File: src/rtl/keypad_debounce_repeat.sv
// Keypad debouncer: confirms a stable scan code, latches it, and emits
// one-cycle press/repeat (enable) and release strobes with optional auto-repeat.
module keypad_debounce_repeat #(
   parameter int          CODE_W        = 8,
   parameter int          DB_CYCLES     = 3,
   parameter int          REPEAT_EN     = 0,
   parameter int          REPEAT_DELAY  = 8,
   parameter int          REPEAT_PERIOD = 4,
   parameter logic [31:0] RESET_CODE    = 32'h0F
) (
   input  logic              clk,
   input  logic              reset,
   input  logic [CODE_W-1:0] sig_in,
   input  logic              key_pressed,
   output logic [CODE_W-1:0] sig_out,
   output logic              enable,
   output logic              release_pulse,
   output logic              held
);

   localparam int DB_W    = $clog2(DB_CYCLES + 1);
   localparam int RPT_MAX = (REPEAT_DELAY > REPEAT_PERIOD) ? REPEAT_DELAY : REPEAT_PERIOD;
   localparam int RPT_W   = $clog2(RPT_MAX + 1);

   localparam logic [CODE_W-1:0] RST_CODE = CODE_W'(RESET_CODE);
   localparam logic [DB_W-1:0]   DB_LAST  = DB_W'(DB_CYCLES - 1);
   localparam logic [RPT_W-1:0]  DLY_LAST = RPT_W'(REPEAT_DELAY - 1);
   localparam logic [RPT_W-1:0]  PER_LAST = RPT_W'(REPEAT_PERIOD - 1);

   typedef enum logic [1:0] {S_IDLE, S_PRESS, S_HELD, S_REL} state_t;

   state_t            state_q;
   logic [CODE_W-1:0] cand_q;
   logic [DB_W-1:0]   db_q;
   logic [RPT_W-1:0]  rpt_q;
   logic              rpt_first_q;
   logic [CODE_W-1:0] sig_out_q;
   logic              enable_q;
   logic              rel_q;
   logic              held_q;
   logic              rpt_last;

   // First repeat waits the long delay, subsequent ones the shorter period.
   assign rpt_last = rpt_first_q ? (rpt_q == DLY_LAST) : (rpt_q == PER_LAST);

   always_ff @(posedge clk) begin
      if (!reset) begin
         state_q     <= S_IDLE;
         cand_q      <= '0;
         db_q        <= '0;
         rpt_q       <= '0;
         rpt_first_q <= 1'b1;
         sig_out_q   <= RST_CODE;
         enable_q    <= 1'b0;
         rel_q       <= 1'b0;
         held_q      <= 1'b0;
      end else begin
         enable_q <= 1'b0;
         rel_q    <= 1'b0;
         case (state_q)
            S_IDLE: begin
               if (key_pressed) begin
                  cand_q  <= sig_in;
                  db_q    <= '0;
                  state_q <= S_PRESS;
               end
            end
            S_PRESS: begin
               if (!key_pressed || sig_in != cand_q) begin
                  state_q <= S_IDLE;
                  db_q    <= '0;
               end else if (db_q == DB_LAST) begin
                  state_q     <= S_HELD;
                  sig_out_q   <= cand_q;
                  enable_q    <= 1'b1;
                  rpt_q       <= '0;
                  rpt_first_q <= 1'b1;
                  held_q      <= 1'b1;
               end else begin
                  db_q <= db_q + DB_W'(1);
               end
            end
            S_HELD: begin
               // A different code while held (roll-over) is simply not acted on.
               if (!key_pressed) begin
                  state_q <= S_REL;
                  db_q    <= '0;
               end else if (REPEAT_EN != 0) begin
                  if (rpt_last) begin
                     enable_q    <= 1'b1;
                     rpt_q       <= '0;
                     rpt_first_q <= 1'b0;
                  end else begin
                     rpt_q <= rpt_q + RPT_W'(1);
                  end
               end
            end
            S_REL: begin
               if (key_pressed) begin
                  state_q <= S_HELD;
               end else if (db_q == DB_LAST) begin
                  state_q <= S_IDLE;
                  rel_q   <= 1'b1;
                  held_q  <= 1'b0;
               end else begin
                  db_q <= db_q + DB_W'(1);
               end
            end
            default: begin
               state_q <= S_IDLE;
               db_q    <= '0;
               rpt_q   <= '0;
               held_q  <= 1'b0;
            end
         endcase
      end
   end

   assign sig_out       = sig_out_q;
   assign enable        = enable_q;
   assign release_pulse = rel_q;
   assign held          = held_q;

endmodule

File: config.mk
export PLATFORM = sky130hd
export DESIGN_NAME = keypad_debounce_repeat
export DESIGN_NICKNAME = d
export VERILOG_FILES = /design/src/rtl/keypad_debounce_repeat.sv
export SDC_FILE = /design/constraint.sdc
export NUM_CORES = 1
export LEC_CHECK = 0
export ABC_AREA = 1
export CAP_MARGIN = 20
export CORE_MARGIN = 2
export CORE_UTILIZATION = 50
export DETAILED_ROUTE_END_ITERATION = 8
export DONT_BUFFER_PORTS = 1
export GPL_TIMING_DRIVEN = 0
export PLACE_DENSITY_LB_ADDON = 0.2
export SETUP_SLACK_MARGIN = 0.1
export SYNTH_ARGS = -nofsm -noshare
export SYNTH_HDL_FRONTEND = slang
export SYNTH_SLANG_ARGS = --single-unit
File: constraint.sdc
create_clock -name clk -period 2.17 [get_ports clk]
set_clock_uncertainty 0.15 [all_clocks]
set_input_delay 0.3255 -clock clk [delete_from_list [all_inputs] [get_ports clk]]
set_output_delay 0.3255 -clock clk [all_outputs]
set_load 0.1 [all_outputs]
Word level (Yosys, flattened, before mapping)
Index checks and enable logic that the tools add are counted.
{"block": "word_totals", "ff_bits": 23, "input_bits": 11, "out_inout_bits": 11, "word_cells": 55}
{"block": "op_classes", "n_addsub": 1, "n_eq_ne": 13, "n_mux": 19, "bitwise": 4, "reduce_logical": 11}
{"operator": "$mux W2", "n": 11}
{"operator": "$pmux W2 S4", "n": 2}
{"operator": "$ne A2 B2 Y1 const B", "n": 6}
{"operator": "$ne A8 B8 Y1", "n": 1}
{"operator": "$eq A2 B2 Y1 const B", "n": 3}
{"operator": "$ne A3 B3 Y1 const B", "n": 2}
{"operator": "$reduce_and A3 Y1", "n": 2}
{"operator": "$reduce_or A3 Y1", "n": 2}
{"operator": "$mux W1", "n": 5}
{"operator": "$reduce_and A5 Y1", "n": 1}
{"operator": "$not A1 Y1", "n": 4}
{"operator": "$reduce_and A4 Y1", "n": 1}
{"operator": "$add A2 B1 Y2 const B", "n": 1}
{"operator": "$eq A2 B1 Y1 const B", "n": 1}
{"operator": "$logic_not A2 Y1", "n": 1}
{"operator": "$pmux W1 S2", "n": 1}
{"operator": "$reduce_and A2 Y1", "n": 1}
{"operator": "$reduce_bool A2 Y1", "n": 1}
{"operator": "$logic_not A1 Y1", "n": 1}
{"operator": "$logic_or A1 B1 Y1", "n": 1}

Logic depth before layout (Yosys ltp)
Gate-level depths: netlist of run 1.
{"block": "depth", "word_depth": 4, "ltp_mapped": 11, "depth_no_buf": 11}

Least setup slack after synthesis of run 1
OpenSTA, ideal clock, no wires.
{"block": "synth_path", "path_type": "register -> register", "from": "register, netlist name sig_out[7]", "to": "register sig_out_q[7], in the netlist sig_out[7]", "setup_time_ps": 71, "t_arrival_ps": 1245, "required_time_ps": 1949, "path_slack_ps": 704, "path_stages_with_launch": 3, "path_buffers": 0, "period_less_slack_ps": 1466, "path_cell_list": "dfxtp_1 -> o21ai_0 -> a21oi_1"}
{"item": "end signal, assigned", "line_no": "74", "source": "sig_out_q <= cand_q;"}
{"item": "end, declared", "line_no": "37", "source": "logic [CODE_W-1:0] sig_out_q;"}

Worst setup path after layout of run 1
{"block": "layout_path", "from": "register sig_out_q[4], in the netlist sig_out[4]", "to": "output sig_out[4]"}
{"item": "end, declared", "line_no": "15", "source": "output logic [CODE_W-1:0] sig_out,"}
No word-level cell between the ends.

==> results of run 1 <==
-- worst register-to-register path: stages, from the launching register on --
cell	delay, ps
dfxtp_1	380
inv_2	70
nand2_2	60
nor2_1	400
inv_1	260
o21ai_0	220
a21oi_1	50
-- worst min-delay path by stage --
stage	from	slack [ps]	end	depth (start not counted)
detailed placement	db_q[0]$_SDFFE_PN0P_	320	db_q[0]$_SDFFE_PN0P_	2
global route	sig_in[3]	30	cand_q[3]$_SDFFE_PN0P_	2
floorplan	db_q[0]$_SDFFE_PN0P_	290	db_q[0]$_SDFFE_PN0P_	2
CTS	sig_in[3]	3	cand_q[3]$_SDFFE_PN0P_	2
finish	sig_in[3]	10	cand_q[3]$_SDFFE_PN0P_	2
global placement	db_q[0]$_SDFFE_PN0P_	300	db_q[0]$_SDFFE_PN0P_	2
-- per-stage QoR --
stage	cells	setup slack (ps)	instance area [um^2]	utilization (%)
3_3_place_gp	164	557.5	1066	54.34
3_5_place_dp	164	461.6	1066	54.34
4_1_cts	172	378.2	1132	57.72
6_report	172	390.9	1132	57.72
5_1_grt	172	248.3	1132	57.72
2_1_floorplan	137	704.4	1032	-
-- where the power goes --
group | internal (mW) | switching (mW) | total [mW]
clock | 0.0717 | 0.123 | 0.195
sequential | 0.453 | 0.0268 | 0.479
combinational | 0.0561 | 0.0901 | 0.146
-- registers in the layout, indices dropped and copies added (netlist names) --
register / cells
enable: 1
release_pulse: 1
held: 1
db_q: 2
state_q: 2
sig_out: 8
cand_q: 8
-- layout make-up --
| class | count | area, um^2 | area share (%) |
|---|---|---|---|
| plain buffers | 3 | 18.77 | 1.657 |
| clock buffers | 4 | 26.28 | 2.320 |
| inverters | 20 | 75.07 | 6.630 |
| multi-input cells | 91 | 478.0 | 42.21 |
| flip-flops and latches | 23 | 460.4 | 40.66 |
| well taps | 27 | 33.78 | 2.983 |
| repair buffers | 4 | 40.04 | 3.536 |
-- kinds of logic (layout without fill, tap and decap cells) --
kind of cell,count (synthesis),count (layout),synth area share [%]
DFF,23,23,44.61
buffers and inverters,23,31,9.090
AOI/OAI and AO/OA,30,30,16.61
xor gates and xnor gates,6,6,5.092
adders and majority gates,2,2,2.424
and+or+nand+nor,53,53,22.18
-- timing repair --
item,CTS,global route
resized for setup,0,0
hold endpoints to repair,4,0
hold buffers,4,0
setup endpoints to repair,0,0
-- cell usage after synthesis --
master     count  share of area, %
dfxtp_1       23                45
o21ai_2        1              0.85
nor2_4         1               1.1
xnor2_1        3               2.5
o2111ai_1      1              0.85
nand3_2        1              0.97
buf_6          1               1.1
nand2_2        1              0.61
o211ai_1       1              0.73
nor2_2         2               1.2
inv_2          2              0.73
nor2_1        15               5.5
nand2_1       26               9.5
xor2_1         3               2.5
clkbuf_1       1              0.36
a21oi_2        3               2.5
nand3_1        7               3.4
o21ai_1        2              0.97
o21ai_0       12               5.8
ha_1           2               2.4
a21oi_1       10               4.8
buf_1          1              0.36
inv_1         18               6.5
-- metal layers --
layer  up-vias  track usage (%)
met3         6            4.294
met2        15            30.63
li1        458                -
met5         -                0
met4         0            9.722
met1       393            21.94
==> impl_metrics.py, run 1 <==
metrics = {
    "outcome": {
        "status": "completed",
    },
    "job": {
        "cap_violations": 0,
    },
    "timing": {
        "holdWs_ps": 13.91,
        "final.setup.tns_ps": 0,
        "hold_violations": 0,
        "fin_crit_ps": 1779,
        "tightest_slew_ps": 976.9,
        "fmax_ghz": 0.5621,
        "fin_crit_sh_pct": 81.99,
        "slew_headroom_pct": 34.78,
        "finalSetupViolations": 0,
        "rsz0062_at_grt": "false",
        "drv_slew": 0,
    },
    "cts": {
        "cts_root_buffer": "clkbuf_4",
        "cts_setup_buffers": 0,
        "clk_latency_ps": 310,
        "cts_buffers": 3,
        "clock_path_buffers": 2,
        "h-tree-depth": 1,
        "cts_tree": "done",
        "cts.clk_slew.worst_paths_ps": 130,
        "cts.sinks": 23,
    },
    "routing": {
        "drc": 0,
        "wirelength_um": 1969,
        "vias": 872,
        "post_drt_wl_per_cell_um": 11.45,
        "first_pass_iters": 4,
        "wl_met2_um": 971,
        "top_layer": "met4",
        "drt_iter0_markers": 4,
        "viasPerCell": 5.070,
        "drt-met1-wl_um": 875,
        "wl_met3_um": 78,
        "ant_nets": 0,
    },
    "grt": {
        "overflow": 0,
        "antenna_found_initial": 0,
        "grt_pass1_vias": 851,
        "grt_max_degree": 13,
        "grtUsageTotal_pct": 18.41,
        "grt_pass1_wl_um": 3450,
    },
    "die": {
        "design.core.area_um2": 1962,
        "dieWidth_um": 49.44,
        "dieArea_um2": 2444,
        "boundaryPins": 22,
        "num_rows": 16,
        "fp.dieH_um": 49.44,
        "initial_utilization_pct": 52.61,
    },
    "layout": {
        "layout_common_cells": "nand2_1, dfxtp_1, inv_1",
        "area_growth_pct": 9.697,
        "final_nets": 159,
        "n_antenna_cell": 0,
        "fillers": 215,
        "drive_above_1_share_pct": 10.34,
        "final_common_cell": "nand2_1",
    },
    "worst_setup_path": {
        "endpoint": "sig_out[4]",
        "r2r_start": "state_q[1]$_SDFFE_PN0P_",
        "crit_type": "reg -> out",
        "r2r_cells": 6,
        "startpoint": "sig_out[4]$_SDFFE_PN0P_",
        "cp_max_fo": 2,
        "worst_setup_path_start_kind": "register",
        "cp_data_arrival_time_ps": 1300,
        "rrSetupSlack_ps": 480,
        "cp-end-kind": "output pin",
        "reg2reg_to": "cand_q[4]$_SDFFE_PN0P_",
        "crit_required_ps": 1690,
        "cp.depth": 0,
    },
    "power": {
        "p_leak_nw": 0.4858,
        "total_power_mw": 0.8206,
        "vdd_drop_max_mv": 0.3720,
        "power_density_nw_per_um2": 724.7,
    },
    "synthesis": {
        "avgSynthCellArea_um2": 7.535,
        "ys_types": 23,
        "ys_ff_latch": 23,
        "syn_inst": 137,
        "yosysWarnings": 0,
        "synth_area_um2": 1032,
        "syn-num-nets": 150,
        "yosysSeqAreaShare_pct": 44.61,
    },
    "placement": {
        "portBuffers": 0,
        "hpwlAfterDp_um": 1477,
        "gp_congestion": 0.7634,
    },
    "min_path": {
        "worst_hold_path_type": "in -> reg",
    },
}
Note: power is estimated with default switching activity, not from simulation.
==> run 2, diff against run 1 <==
==> constraint.sdc (replaced) <==
create_clock -name clk -period 1.4 [get_ports clk]
set_clock_uncertainty 0.15 [all_clocks]
set_input_delay 0.21 -clock clk [delete_from_list [all_inputs] [get_ports clk]]
set_output_delay 0.21 -clock clk [all_outputs]
set_load 0.1 [all_outputs]
==> run 2 against run 1 <==
Net effect: the flow now finishes with violations (negative setup slack); non-clock buffer count rose by 12; global-route usage rose by 1.4 points; clock power rose by 59%; flip-flop and latch count did not move; register-to-register slack got worse by 620 ps; via count rose by 6.1%; hold slack improved by 40 ps; first-iteration DRC count rose to 5.0 times the previous value; core utilization rose by 11 points; combinational power rose by 96%; setup slack got worse by 530 ps; largest cell class unchanged.
==> impl_metrics.py, run 2 (synthesis results as in run 1) <==
metrics = {
    "worst_setup_path": {
        "cp-end-kind": "register",
        "crit_type": "reg -> reg",
        "worst_setup_path_start_kind": "register",
        "cp_data_arrival_time_ps": 1660,
        "crit_required_ps": 1510,
        "cp_max_fo": 5,
        "r2r_cells": 11,
        "r2r_start": "state_q[1]$_SDFFE_PN0P_",
        "startpoint": "state_q[1]$_SDFFE_PN0P_",
    },
    "timing": {
        "finalSetupViolations": 17,
        "drv_slew": 0,
        "hold_violations": 0,
        "rsz0062_at_grt": "true",
        "worst_slack_ps": -140.5,
        "fin_crit_ps": 1540,
        "fmax_ghz": 0.6492,
        "slew_headroom_pct": 64.76,
        "fin_crit_sh_pct": 110.0,
        "tightest_slew_ps": 528.6,
    },
    "routing": {
        "wirelength_um": 2187,
        "drt_iter0_markers": 20,
        "ant_nets": 0,
        "vias": 925,
        "post_drt_wl_per_cell_um": 11.89,
        "viasPerCell": 5.027,
        "drc": 0,
        "first_pass_iters": 4,
    },
    "die": {
        "boundaryPins": 22,
        "design.core.area_um2": 1962,
        "num_rows": 16,
        "initial_utilization_pct": 52.61,
        "dieWidth_um": 49.44,
        "dieArea_um2": 2444,
        "fp.dieH_um": 49.44,
    },
    "min_path": {
        "worst_hold_path_type": "in -> reg",
        "holdPathStages": 3,
        "hp-start": "key_pressed",
    },
    "layout": {
        "final_common_cell": "nand2_1",
        "n_antenna_cell": 0,
        "seq_area_um2": 506.7,
        "drive_above_1_share_pct": 31.85,
        "fillers": 174,
        "fin_area_um2": 1356,
        "layout_common_cells": "nand2_1, inv_1, nor2_1",
        "final_nets": 171,
        "multi_input_area_um2": 525.5,
        "area_growth_pct": 31.39,
    },
    "placement": {
        "gp_congestion": 0.7642,
        "portBuffers": 0,
        "hpwlAfterDp_um": 1458,
        "placed_area_um2": 1082,
    },
    "grt": {
        "grt_pass1_vias": 874,
        "antenna_found_initial": 0,
        "grt_pass1_wl_um": 3663,
        "overflow": 0,
        "grtUsageTotal_pct": 19.79,
        "grt_max_degree": 13,
    },
    "power": {
        "power_density_nw_per_um2": 976.7,
        "vdd_drop_max_mv": 0.6127,
        "p_leak_nw": 0.5660,
        "total_power_mw": 1.325,
    },
    "job": {
        "cap_violations": 0,
    },
    "cts": {
        "clk_latency_ps": 320,
        "cts_buffers": 3,
        "cts_root_buffer": "clkbuf_4",
        "cts.clk_slew.worst_paths_ps": 130,
        "cts.sinks": 23,
        "h-tree-depth": 1,
        "cts_tree": "done",
        "clock_path_buffers": 2,
    },
    "outcome": {
        "status": "finished, violations left",
        "violations": "negative setup slack",
    },
}
run 2: metal layers:
layer  GRT usage, %  part of all wire [%]  vias to the layer above
met3          4.601                   4.7                        5
met4          9.722                   1.9                        0
li1               -                     -                      477
met2          32.43                    49                       16
met5              0                     0                        -
met1          24.32                    44                      427
run 2: final timing paths:
kind | endpoint | slack, ps
setup / recovery | sig_out[5]$_SDFFE_PN0P_ | -140
hold / removal | cand_q[3]$_SDFFE_PN0P_ | 50
setup reg to reg | sig_out[5]$_SDFFE_PN0P_ | -140
hold reg to reg | sig_out[5]$_SDFFE_PN0P_ | 330
run 2: area by class of cell:
type	instances	share of cell area, %
clock buffer	4	1.937
inverter	20	5.535
sequential	23	37.36
tap	27	2.491
timing repair buffer	16	12.27
buffer	3	1.661
multi-input combinational	91	38.75
run 2: worst max-delay path, cell delays in order (launching register included):
cell and delay (ps):
dfxtp_4 370, inv_2 60, nand2_4 60, nor2_4 80
nand2_2 70, nor2_2 90, nand3_2 100, nor2_4 120
buf_6 110, buf_8 110, o21ai_2 60, a21oi_2 110
run 2: metrics by stage:
step / hold WS [ps] / worst slack (ps) / util [%] / setup TNS (ps) / instances
finish: 54.29 / -140.5 / 69.13 / -1602 / 184
global route: 60.02 / -256.0 / 69.13 / -3655 / 184
CTS: 46.04 / -149.4 / 67.03 / -1771 / 183
detailed placement: 212.8 / -229.7 / 55.17 / -2668 / 164
global placement: 201.2 / -157.7 / 55.17 / -1715 / 164
floorplan: 194.9 / -1.146 / - / -1.146 / 137
run 2: report_power, final:
part | switching (mW) | internal (mW) | leakage [nW] | total, mW
Clock | 0.200 | 0.111 | 0.0150 | 0.311
Sequential | 0.0395 | 0.688 | 0.194 | 0.727
Combinational | 0.165 | 0.122 | 0.357 | 0.286
Total | 0.404 | 0.921 | 0.566 | 1.32
run 2: repair_timing:
action                                  CTS  global route
hold buffers                              9             0
pin swaps                                 1             2
hold endpoints to repair                 10             0
endpoints found under the setup margin   33            22
setup buffers                             5             1
resized for setup                        24            12
cloned                                    1             0
